$ cat config.mk
export PLATFORM = sky130hd
export DESIGN_NAME = uriscv_fetch
export DESIGN_NICKNAME = d
export VERILOG_FILES = /design/src/rtl/uriscv_fetch_pkg.sv /design/src/rtl/uriscv_fetch_buffer.sv /design/src/rtl/uriscv_fetch.sv
export SDC_FILE = /design/constraint.sdc
export NUM_CORES = 1
export LEC_CHECK = 0
export ABC_AREA = 1
export BUFFER_PORTS_ARGS = -buffer_cell sky130_fd_sc_hd__buf_2
export CORE_UTILIZATION = 41
export CTS_CLUSTER_DIAMETER = 50
export DETAILED_ROUTE_END_ITERATION = 10
export PLACE_DENSITY = 0.72
export RECOVER_POWER = 100
export SLEW_MARGIN = 20
export SYNTH_ARGS = -nofsm -noshare
export SYNTH_HDL_FRONTEND = slang
export SYNTH_HIERARCHICAL = 1
export SYNTH_SLANG_ARGS = --single-unit
$ cat constraint.sdc
create_clock -name clk_i -period 4.46 [get_ports clk_i]
set_clock_uncertainty 0.05 [all_clocks]
set_input_delay 0.223 -clock clk_i [delete_from_list [all_inputs] [get_ports clk_i]]
set_output_delay 0.223 -clock clk_i [all_outputs]
set_load 0.01 [all_outputs]
$ cat src/rtl/uriscv_fetch_pkg.sv
`default_nettype none
// ============================================================================
//  Module   : uriscv_defs (package)
//  Purpose  : Shared encodings and constants for the uriscv fetch stage:
//             sequencer state codes, the NOP substituted on a faulted fetch
//             and the default PC increment.
//  Revision : 1.0 - initial release
// ============================================================================
package uriscv_defs;

    // Fetch sequencer state encodings
    localparam logic [1:0] FETCH_IDLE = 2'd0;
    localparam logic [1:0] FETCH_REQ  = 2'd1;
    localparam logic [1:0] FETCH_WAIT = 2'd2;
    localparam logic [1:0] FETCH_HOLD = 2'd3;

    // addi x0, x0, 0 - handed to execute in place of a faulted fetch
    localparam logic [31:0] NOP_INSTR = 32'h00000013;

    // Default byte increment between sequential fetches
    localparam int unsigned PC_STEP_DEFAULT = 4;

endpackage : uriscv_defs
`default_nettype wire

$ cat src/rtl/uriscv_fetch_buffer.sv
`default_nettype none
// ============================================================================
//  Module   : uriscv_fetch_buffer
//  Purpose  : One-entry holding register for a fetched instruction and its
//             PC. Flush has priority over load; accept empties a full entry.
//             With URISCV_FETCH_BUS_ERROR_EN defined, a fault bit travels
//             with the entry.
//  Revision : 1.0 - initial release
// ============================================================================
module uriscv_fetch_buffer (
    input  logic        clk_i,
    input  logic        rst_i,
    input  logic        load_i,
    input  logic        flush_i,
    input  logic        accept_i,
    input  logic [31:0] instr_i,
    input  logic [31:0] pc_i,
    output logic        valid_o,
    output logic [31:0] instr_o,
    output logic [31:0] pc_o
`ifdef URISCV_FETCH_BUS_ERROR_EN
    ,
    input  logic        fault_i,
    output logic        fault_o
`endif
);

    logic        valid_q;
    logic [31:0] instr_q;
    logic [31:0] pc_q;

    // Entry occupancy and payload; payload is only rewritten on load so it
    // stays stable while the consumer stalls.
    always_ff @(posedge clk_i) begin
        if (rst_i) begin
            valid_q <= 1'b0;
            instr_q <= '0;
            pc_q    <= '0;
        end else if (flush_i) begin
            valid_q <= 1'b0;
        end else if (load_i) begin
            valid_q <= 1'b1;
            instr_q <= instr_i;
            pc_q    <= pc_i;
        end else if (accept_i && valid_q) begin
            valid_q <= 1'b0;
        end
    end

    assign valid_o = valid_q;
    assign instr_o = instr_q;
    assign pc_o    = pc_q;

`ifdef URISCV_FETCH_BUS_ERROR_EN
    logic fault_q;

    // Fault flag follows the entry and drops as soon as the entry leaves.
    always_ff @(posedge clk_i) begin
        if (rst_i) begin
            fault_q <= 1'b0;
        end else if (flush_i) begin
            fault_q <= 1'b0;
        end else if (load_i) begin
            fault_q <= fault_i;
        end else if (accept_i && valid_q) begin
            fault_q <= 1'b0;
        end
    end

    assign fault_o = fault_q;
`endif

endmodule : uriscv_fetch_buffer
`default_nettype wire

$ cat src/rtl/uriscv_fetch.sv
`default_nettype none
// ============================================================================
//  Module   : uriscv_fetch
//  Purpose  : Instruction fetch stage. Owns the architectural PC, issues one
//             word read at a time, parks the response in a one-entry buffer
//             for execute, and honours branch redirects by withdrawing or
//             discarding stale fetches.
//  Options  : URISCV_FETCH_BUS_ERROR_EN - adds mem_i_error_i / fetch_fault_o;
//             an errored response is delivered as a NOP flagged as faulted.
//  Revision : 1.0 - initial release
// ============================================================================
module uriscv_fetch
    import uriscv_defs::*;
#(
    parameter logic [31:0] BOOT_VECTOR = 32'h00000000,
    parameter int unsigned PC_STEP     = PC_STEP_DEFAULT
) (
    input  logic        clk_i,
    input  logic        rst_i,
    input  logic        branch_request_i,
    input  logic [31:0] branch_pc_i,
    output logic        mem_i_rd_o,
    output logic [31:0] mem_i_pc_o,
    input  logic        mem_i_accept_i,
    input  logic        mem_i_valid_i,
    input  logic [31:0] mem_i_inst_i,
    output logic        fetch_valid_o,
    output logic [31:0] fetch_instr_o,
    output logic [31:0] fetch_pc_o,
    input  logic        fetch_accept_i
`ifdef URISCV_FETCH_BUS_ERROR_EN
    ,
    input  logic        mem_i_error_i,
    output logic        fetch_fault_o
`endif
);

    localparam logic [31:0] PC_INC = 32'(PC_STEP);

    logic [1:0]  state_q;
    logic [1:0]  state_d;
    logic [31:0] pc_q;
    logic [31:0] req_pc_q;
    logic        discard_q;

    logic        req_accepted;
    logic        wait_no_resp;
    logic        in_flight;
    logic        buf_load;
    logic [31:0] buf_instr;

    // A request is live in memory after this edge if it is being accepted now
    // or we are still waiting and the response has not shown up this cycle.
    assign req_accepted = (state_q == FETCH_REQ) && mem_i_accept_i;
    assign wait_no_resp = (state_q == FETCH_WAIT) && !mem_i_valid_i;
    assign in_flight    = req_accepted || wait_no_resp;

    // Good responses land in the buffer unless stale or overtaken by a redirect.
    assign buf_load = (state_q == FETCH_WAIT) && mem_i_valid_i
                      && !discard_q && !branch_request_i;

`ifdef URISCV_FETCH_BUS_ERROR_EN
    assign buf_instr = mem_i_error_i ? NOP_INSTR : mem_i_inst_i;
`else
    assign buf_instr = mem_i_inst_i;
`endif

    // Sequencer state register
    always_ff @(posedge clk_i) begin
        if (rst_i) begin
            state_q <= FETCH_IDLE;
        end else begin
            state_q <= state_d;
        end
    end

    // Next-state logic; a redirect overrides the normal progression.
    // IDLE with discard_q set waits for the orphaned response left by a reset.
    always_comb begin
        state_d = state_q;
        case (state_q)
            FETCH_IDLE: if (!discard_q)      state_d = FETCH_REQ;
            FETCH_REQ:  if (mem_i_accept_i)  state_d = FETCH_WAIT;
            FETCH_WAIT: if (mem_i_valid_i)   state_d = discard_q ? FETCH_IDLE : FETCH_HOLD;
            FETCH_HOLD: if (fetch_accept_i)  state_d = FETCH_REQ;
            default:                         state_d = FETCH_IDLE;
        endcase
        if (branch_request_i) begin
            state_d = in_flight ? FETCH_WAIT : FETCH_IDLE;
        end
    end

    // Memory request outputs are pure functions of the sequencer state
    always_comb begin
        mem_i_rd_o = (state_q == FETCH_REQ);
        mem_i_pc_o = pc_q & ~32'h3;
    end

    // PC, request-PC capture and stale-response tracking
    always_ff @(posedge clk_i) begin
        if (rst_i) begin
            pc_q      <= BOOT_VECTOR;
            req_pc_q  <= '0;
            // A request already in memory will still answer; mark it stale.
            discard_q <= in_flight;
        end else begin
            if (branch_request_i) begin
                pc_q <= branch_pc_i & ~32'h3;
            end else if (req_accepted) begin
                pc_q <= pc_q + PC_INC;
            end

            if (req_accepted) begin
                req_pc_q <= pc_q;
            end

            if (branch_request_i && in_flight) begin
                discard_q <= 1'b1;
            end else if (mem_i_valid_i
                         && ((state_q == FETCH_WAIT) || (state_q == FETCH_IDLE))) begin
                discard_q <= 1'b0;
            end
        end
    end

    uriscv_fetch_buffer u_buffer (
        .clk_i    (clk_i),
        .rst_i    (rst_i),
        .load_i   (buf_load),
        .flush_i  (branch_request_i),
        .accept_i (fetch_accept_i),
        .instr_i  (buf_instr),
        .pc_i     (req_pc_q),
        .valid_o  (fetch_valid_o),
        .instr_o  (fetch_instr_o),
        .pc_o     (fetch_pc_o)
`ifdef URISCV_FETCH_BUS_ERROR_EN
        ,
        .fault_i  (mem_i_error_i),
        .fault_o  (fetch_fault_o)
`endif
    );

endmodule : uriscv_fetch
`default_nettype wire

# After elaboration in Yosys (flattened, before gate mapping)

Index checks and enable logic that the tools add are counted.

Add/sub/neg operators: 1
$mul: 0
Divide/modulo/power cells: 0
Order comparisons: 0
Equality and inequality tests: 7
Shifts and indexed selects: 0
Multiplexer cells: 15
Bitwise logic cells: 1
Reductions and logical operators: 20

Operators with widths:

| operator                | count |
|---|---|
| $mux W32                | 2 |
| $add A32 B3 Y32 const B | 1 |
| $mux W2                 | 7 |
| $ne A3 B3 Y1 const B    | 3 |
| $logic_and A1 B1 Y1     | 8 |
| $pmux W2 S4             | 1 |
| $mux W1                 | 5 |
| $eq A2 B2 Y1 const B    | 2 |
| $reduce_and A4 Y1       | 1 |
| $reduce_bool A2 Y1      | 2 |
| $logic_not A1 Y1        | 3 |
| $ne A3 B2 Y1 const B    | 1 |
| $reduce_bool A3 Y1      | 1 |
| $eq A2 B1 Y1 const B    | 1 |
| $logic_not A2 Y1        | 1 |
| $logic_or A1 B1 Y1      | 2 |
| $reduce_and A2 Y1       | 1 |
| $reduce_or A2 Y1        | 1 |
| $not A1 Y1              | 1 |

Bits in registers: 132
Latch bits: 0
Memory bits (writable): 0
Memory bits (read-only): 0
Input bits: 70
Output and inout port bits: 98
Logic and storage cells: 52
Memories kept: 0

# Depth between registers and ports, before layout

Gate-level depths: netlist of the first run.

Depth in word-level cells: 6
Mapped depth: 11
Gate-level depth less buffers: 11

# Hierarchy

Netlist of the first run, hierarchy kept.

By module, submodules not included:

| module              | times used | cells an instance | area each (µm²) | sequential area each (µm²) |
|---|---|---|---|---|
| uriscv_fetch        | 1          | 504               | 3321.9          | 1271.2 |
| uriscv_fetch_buffer | 1          | 420               | 2829.0          | 1301.2 |

# Worst setup path after synthesis of the first run

No wires, ideal clock.

Path kind: reg-to-reg
Start: register state_q[1]
End: register pc_q[18]
Library setup time: 67 ps
Arrival time: 1517 ps
Required time: 4343 ps
Path slack: 2826 ps
Stages on the path, launching flop included: 11
Path buffers: 1
Clock period less this slack: 1634 ps
Path through: dfxtp_1 inv_1 ha_1 nand2_2 inv_2 nor2_4 inv_1 buf_2 o21ai_0 inv_1 a21oi_2

Word-level cells in the longest chain between the ends: 3

Ends and longest elaborated chain:

| element                             | RTL line            | source |
|---|---|---|
| start: declaration                  | uriscv_fetch.sv:40  | `logic [1:0] state_q;` |
| start signal: assignment            | uriscv_fetch.sv:73  | `state_q <= state_d;` |
| $eq A2 B1 Y1                        | --                  |  |
| net mem_i_rd_o                      | uriscv_fetch.sv:22  | `output logic mem_i_rd_o,` |
| $logic_and A1 B1 Y1                 | uriscv_fetch.sv:54  | `assign req_accepted = (state_q == FETCH_REQ) && mem_i_accept_i;` |
| $reduce_bool A2 Y1 (no source line) | --                  |  |
| end signal: assignment              | uriscv_fetch.sv:108 | `pc_q <= branch_pc_i & ~32'h3;` |
| end signal: assignment              | uriscv_fetch.sv:110 | `pc_q <= pc_q + PC_INC;` |
| end: declaration                    | uriscv_fetch.sv:42  | `logic [31:0] pc_q;` |

The timed path passes the listed nets, and every way through them passes these cells.
A chain may end at the register's enable or synchronous reset.

# Final worst setup path of the first run

Start: register state_q[1]
End: register pc_q[19]

Word-level cells in the longest chain between the ends: 3

Ends and longest elaborated chain:

| element                             | RTL line |
|---|---|
| $eq A2 B1 Y1                        | uriscv_fetch.sv:54 |
| $logic_and A1 B1 Y1                 | uriscv_fetch.sv:54 |
| $reduce_bool A2 Y1 (no source line) | -- |

No other way between the ends.

==> impl_metrics.ini, run 1 <==
[clocking]
post_cts_resized = 0
hold_buffers = 1
clkTransAtPathRegs_ns = 0.05
postCtsSetupRepairBufs = 0
cts_buffer_depth = 2
cts_root_buffer = clkbuf_16
cts_sinks = 128
insertion_delay_ns = 0.42
cts_tree = built
ctsHtreeMaxLevel = 4
cts-buffers-inserted = 17

[finish]
finish.net_count = 1139
layout_commonest_cell = nor2_1
syn_to_final_growth_pct = 20.0
layout_common_cells = 188 x nor2_1, 181 x nand2_1, 132 x inv_1
fin_cells = 1261
fin_area_mm2 = 0.00738
antenna_cells = 0
drive_above_1_share_pct = 11.2

[setup_path]
critPathKind = reg -> reg
reg2reg_to = pc_q[19]
crit-reg2reg-launch = state_q[1]
cp-start-kind = flop
ff2ff_setup_slack_ns = 1.53
critPathRequiredTime_ns = 4.76
cp-end-kind = flop
worst-path-max-fanout = 21
cp_data_arrival_time_ns = 3.23
worst-r2r-cell-count = 9

[drt]
vias_per_cell = 4.78
vias = 6030
first_pass_iters = 5
wl_mm = 16.3
detailedRoute.firstIterationViolations = 295
ant_nets = 0
drc = 0
wl_per_cell_um = 12.9

[floorplanning]
rows = 44
io-pin-count = 168
coreArea_mm2 = 0.0146
fp.dieW_um = 124
die_h_um = 124
die_area_mm2 = 0.0155
initial_core_util_pct = 42.2

[sta]
tns_ns = 0
max_freq_mhz = 341
rsz0062_at_grt = false
setup_viol = 0
hold_viol = 0
min_period_over_period_pct = 65.8
final-max-slew-violation-count = 0
tightestPinTransition_ns = 1.30
period_needed_ns = 2.93
slew_headroom_pct = 13.1

[synth]
ys_async_sr_fraction_pct = 0
synth_seq_cells = 128
synthesis.area_mm2 = 0.00615
synth_top_area_share_pct = 41.3
seq_area_frac_synth_pct = 41.8
yosys_warnings = 6
yosysUniqueCellTypes = 32
syn_area_per_cell_um2 = 6.66
ys.flop_type = dfxtp_1
synth-edff-count = 1
synth.top_cells.by_area = dfxtp_1 41%, nor2_1 11%, nand2_1 11%
yosysTopAreaCell = dfxtp_1
syn-instance-count = 924

[job]
maxCapViolations = 0

[place]
dpl.cell_count = 1228
hpwl_mm = 11.4
portBuffers = 163
dpl_cell_area_mm2 = 0.00694
place.gp.congestion = 0.897

[global_route]
grt_overflow = 0
grt_pass1_vias = 5607
track_usage_pct = 21.5
grt_max_degree = 66
grt_pass1_wl_mm = 26.8
antenna_found_initial = 0

[pwr]
ir_drop_mv = 0.274
pwr-share-comb_pct = 8.5
power_density_mw_per_mm2 = 380
swShare_pct = 24.7
pwr-share-seq_pct = 43.6
p_int_uw = 2110
p_leak_uw = 0.00319
pwr-share-clk_pct = 47.9
power.switching_uw = 694

[min_path]
hold_path.class = in -> reg
min_from = fetch_accept_i
hold_depth = 4
min_delay_worst_endpoint = u_buffer/valid_o

[outcome]
outcome = finished clean
[area by class of cell]
cell class | instances | area, µm²
Inverter | 135 | 508
Multi-Input combinational cell | 615 | 2760
Tap cell | 184 | 230
Fill cell | 1558 | 7210
Sequential cell | 128 | 2570
Clock inverter | 12 | 115
Timing Repair Buffer | 167 | 738
Clock buffer | 20 | 457
[Yosys cell counts, drive strengths merged, types with 2 or more instances]
cell type and count:
a31oi 5, o21ai 57, a21oi 47, nand4 3
dfxtp 127, ha 5, inv 135, nand2 184
nor3 2, nor2 201, xor2 9, nand3 92
clkbuf 14, buf 35
[power by group through the flow]
stage / Combinational (µW) / Sequential, µW / Clock (µW)
floorplan: 156 / 1240 / 0
global placement: 241 / 1250 / 0
detailed placement: 244 / 1240 / 0
CTS: 246 / 1220 / 1380
global route: 272 / 1230 / 1420
finish: 239 / 1220 / 1350
[cell families (layout without fill, tap and decap cells)]
kind of cell / after synthesis / count (layout) / synth area share [%]
other: 1 / 4 / 0.0610
XOR/XNOR: 10 / 10 / 1.42
AND/OR/NAND/NOR: 483 / 483 / 32.9
flip-flops: 128 / 128 / 41.8
adder cells (fa/ha/maj): 5 / 5 / 1.02
AO/OA/AOI/OAI: 113 / 113 / 9.58
buffers and inverters: 184 / 334 / 13.2
[worst max-delay path: stages, from the launching register on]
cell     delay [ns]
dfxtp_1        0.37
inv_1          0.09
ha_1           0.22
nand2_1        0.41
inv_1          0.46
nor2_1         0.47
inv_1          0.35
o21ai_0        0.24
inv_1          0.05
a21oi_1        0.14
[state kept, by name, summed over array words and instances, names as in the netlist]
signal,cells
discard_q,1
pc_q,30
req_pc_q,30
state_q,2
u_buffer/instr_o,32
u_buffer/pc_o,32
u_buffer/valid_o,1
[per-stage QoR]
| stage | total power, µW | worst slack [ns] | utilization [%] | hold slack, ns |
|---|---|---|---|---|
| 5_1_grt | 2920 | 1.23 | 50.6 | 0.0300 |
| 4_1_cts | 2850 | 2.21 | 51.6 | 0.00339 |
| 3_5_place_dp | 1490 | 2.22 | 47.6 | 0.415 |
| 6_report | 2810 | 1.53 | 50.6 | 0.0216 |
| 3_3_place_gp | 1490 | 2.24 | 47.6 | 0.396 |
| 2_1_floorplan | 1400 | 2.83 | - | 0.306 |
[layer usage]
metal	global-route usage (%)	wire length, µm	share of wire (%)	up-vias
li1	-	-	-	3127
met1	28.3	7740	47	2644
met2	33.5	7120	44	241
met3	5.88	1200	7.4	18
met4	8.01	231	1.4	0
met5	0	0	0	-
[worst max-delay path by stage]
| stage | slack (ns) | cells after the start | from | end |
|---|---|---|---|---|
| global placement | 2.24 | 7 | branch_request_i | u_buffer/instr_o[9] |
| CTS | 2.21 | 9 | state_q[0] | u_buffer/instr_o[28] |
| global route | 1.23 | 9 | state_q[1] | pc_q[13] |
| floorplan | 2.83 | 10 | state_q[1] | pc_q[18] |
| finish | 1.53 | 9 | state_q[1] | pc_q[19] |
| detailed placement | 2.22 | 9 | state_q[0] | u_buffer/instr_o[28] |
No activity file was read; power rests on OpenSTA's default activity.
==> inputs of run 2 (changes only) <==
- PLACE_DENSITY: 0.72 -> 0.74
- clock period: 4.46 -> 2.5 ns (I/O delays scaled with it)
==> impl_metrics.ini, run 2 (synthesized netlist as in run 1, its figures left out) <==
[drt]
wl_per_cell_um = 12.9
detailedRoute.firstIterationViolations = 380
wl_mm = 17.0
vias = 6219
first_pass_iters = 7
vias_per_cell = 4.71
drc = 0
ant_nets = 0

[global_route]
grt_overflow = 0
grt_pass1_wl_mm = 28.4
antenna_found_initial = 0
grt_max_degree = 63
grt_pass1_vias = 5888
track_usage_pct = 22.6

[place]
portBuffers = 163
place.gp.congestion = 0.891
hpwl_mm = 11.3
dpl_cell_area_mm2 = 0.00701

[clocking]
insertion_delay_ns = 0.42
hold_buffers = 50
cts_sinks = 128
ctsHtreeMaxLevel = 4
cts_root_buffer = clkbuf_16
clkTransAtPathRegs_ns = 0.06
postCtsSetupRepairBufs = 0
cts-buffers-inserted = 17
cts_buffer_depth = 2
cts_tree = built
post_cts_resized = 0

[setup_path]
reg2reg_to = u_buffer/instr_o[17]
critPathKind = reg -> reg
worst-path-max-fanout = 34
ff2ff_setup_slack_ns = 0.40
worst-r2r-cell-count = 9
cp-start-kind = flop
crit_path_start = state_q[0]
cp-end-kind = flop
critPathRequiredTime_ns = 2.80
cp_data_arrival_time_ns = 2.40
crit-reg2reg-launch = state_q[0]

[min_path]
min_from = branch_pc_i[21]
hold_depth = 5
min_delay_worst_endpoint = pc_q[21]
hold_path.class = in -> reg

[finish]
layout_common_cells = 189 x nor2_1, 180 x nand2_1, 132 x inv_1
fill_cells = 1425
drive_above_1_share_pct = 11.4
fin_area_mm2 = 0.00804
finish.net_count = 1197
antenna_cells = 0
final_util_pct = 55.1
syn_to_final_growth_pct = 30.7
layout_commonest_cell = nor2_1

[sta]
setup_viol = 0
final-max-slew-violation-count = 0
fin_hold_ws_ns = 0.0245
period_needed_ns = 2.10
tightestPinTransition_ns = 0.676
hold_viol = 0
slew_headroom_pct = 54.8
tns_ns = 0
rsz0062_at_grt = false
min_period_over_period_pct = 84.0
max_freq_mhz = 476

[floorplanning]
fp.dieW_um = 124
die_h_um = 124
die_area_mm2 = 0.0155
io-pin-count = 168
initial_core_util_pct = 42.2
coreArea_mm2 = 0.0146
rows = 44

[pwr]
power.switching_uw = 1280
pwr-share-seq_pct = 39.9
p_leak_uw = 0.00347
pwr-share-clk_pct = 51.0
power_density_mw_per_mm2 = 680
pwr-share-comb_pct = 9.1
swShare_pct = 23.5
p_int_uw = 4180
ir_drop_mv = 0.451

[outcome]
outcome = finished clean

[job]
maxCapViolations = 0
## run 2: cell types whose count changed in the layout (fill, tap and decap cells not counted), moves of 2 or more
cell           previous run  this run
bufinv_16                 2         5
clkinv_2                  9         0
dlygate4sd3_1             1        50
inv_6                     0         2
clkinv_4                  1         3
buf_4                     1        10
## run 2: layout make-up
cell class | instances | area [µm²] | area share, %
clock buffer | 21 | 470 | 5.85
clock inverter | 11 | 201 | 2.51
inverter | 135 | 507 | 6.31
multi-input combinational | 615 | 2760 | 34.3
sequential | 128 | 2570 | 32.0
tap | 184 | 230 | 2.86
timing repair buffer | 225 | 1290 | 16.1
## run 2: worst max path at each step
stage / endpoint / cells after the start / slack [ns]
finish: u_buffer/instr_o[17] / 9 / 0.40
global route: pc_q[29] / 9 / 0.21
CTS: u_buffer/pc_o[4] / 9 / 0.62
detailed placement: u_buffer/pc_o[4] / 9 / 0.63
global placement: u_buffer/instr_o[13] / 8 / 0.65
floorplan: pc_q[18] / 10 / 0.87
## run 2: power groups by stage
stage | Sequential (µW) | Combinational, µW | Clock, µW
2_1_floorplan | 2220 | 279 | 0
4_1_cts | 2180 | 502 | 2840
3_5_place_dp | 2220 | 439 | 0
3_3_place_gp | 2220 | 434 | 0
6_report | 2180 | 497 | 2790
5_1_grt | 2190 | 560 | 2940
## run 2: layer usage
layer / up-vias / GRT usage (%) / wire length, µm
li1: 3250 / - / -
met1: 2728 / 29.4 / 8100
met2: 226 / 36.8 / 7630
met3: 15 / 5.63 / 1100
met4: 0 / 6.80 / 210
met5: - / 0 / 0
## run 2: critical path: stages (launching register included)
cell	delay, ns
dfxtp_1	0.33
inv_1	0.10
ha_1	0.20
nand2_1	0.10
nor3_1	0.44
inv_2	0.07
nor2_1	0.14
buf_4	0.37
nor2_1	0.07
nor2_1	0.13
## run 2: stage by stage
stage | total power (µW) | std cells | worst slack [ns]
final | 5460 | 1319 | 0.400
after global routing | 5690 | 1319 | 0.208
after global placement | 2650 | 1237 | 0.651
after floorplan | 2500 | 927 | 0.866
after detailed placement | 2660 | 1237 | 0.635
after CTS | 5520 | 1319 | 0.619
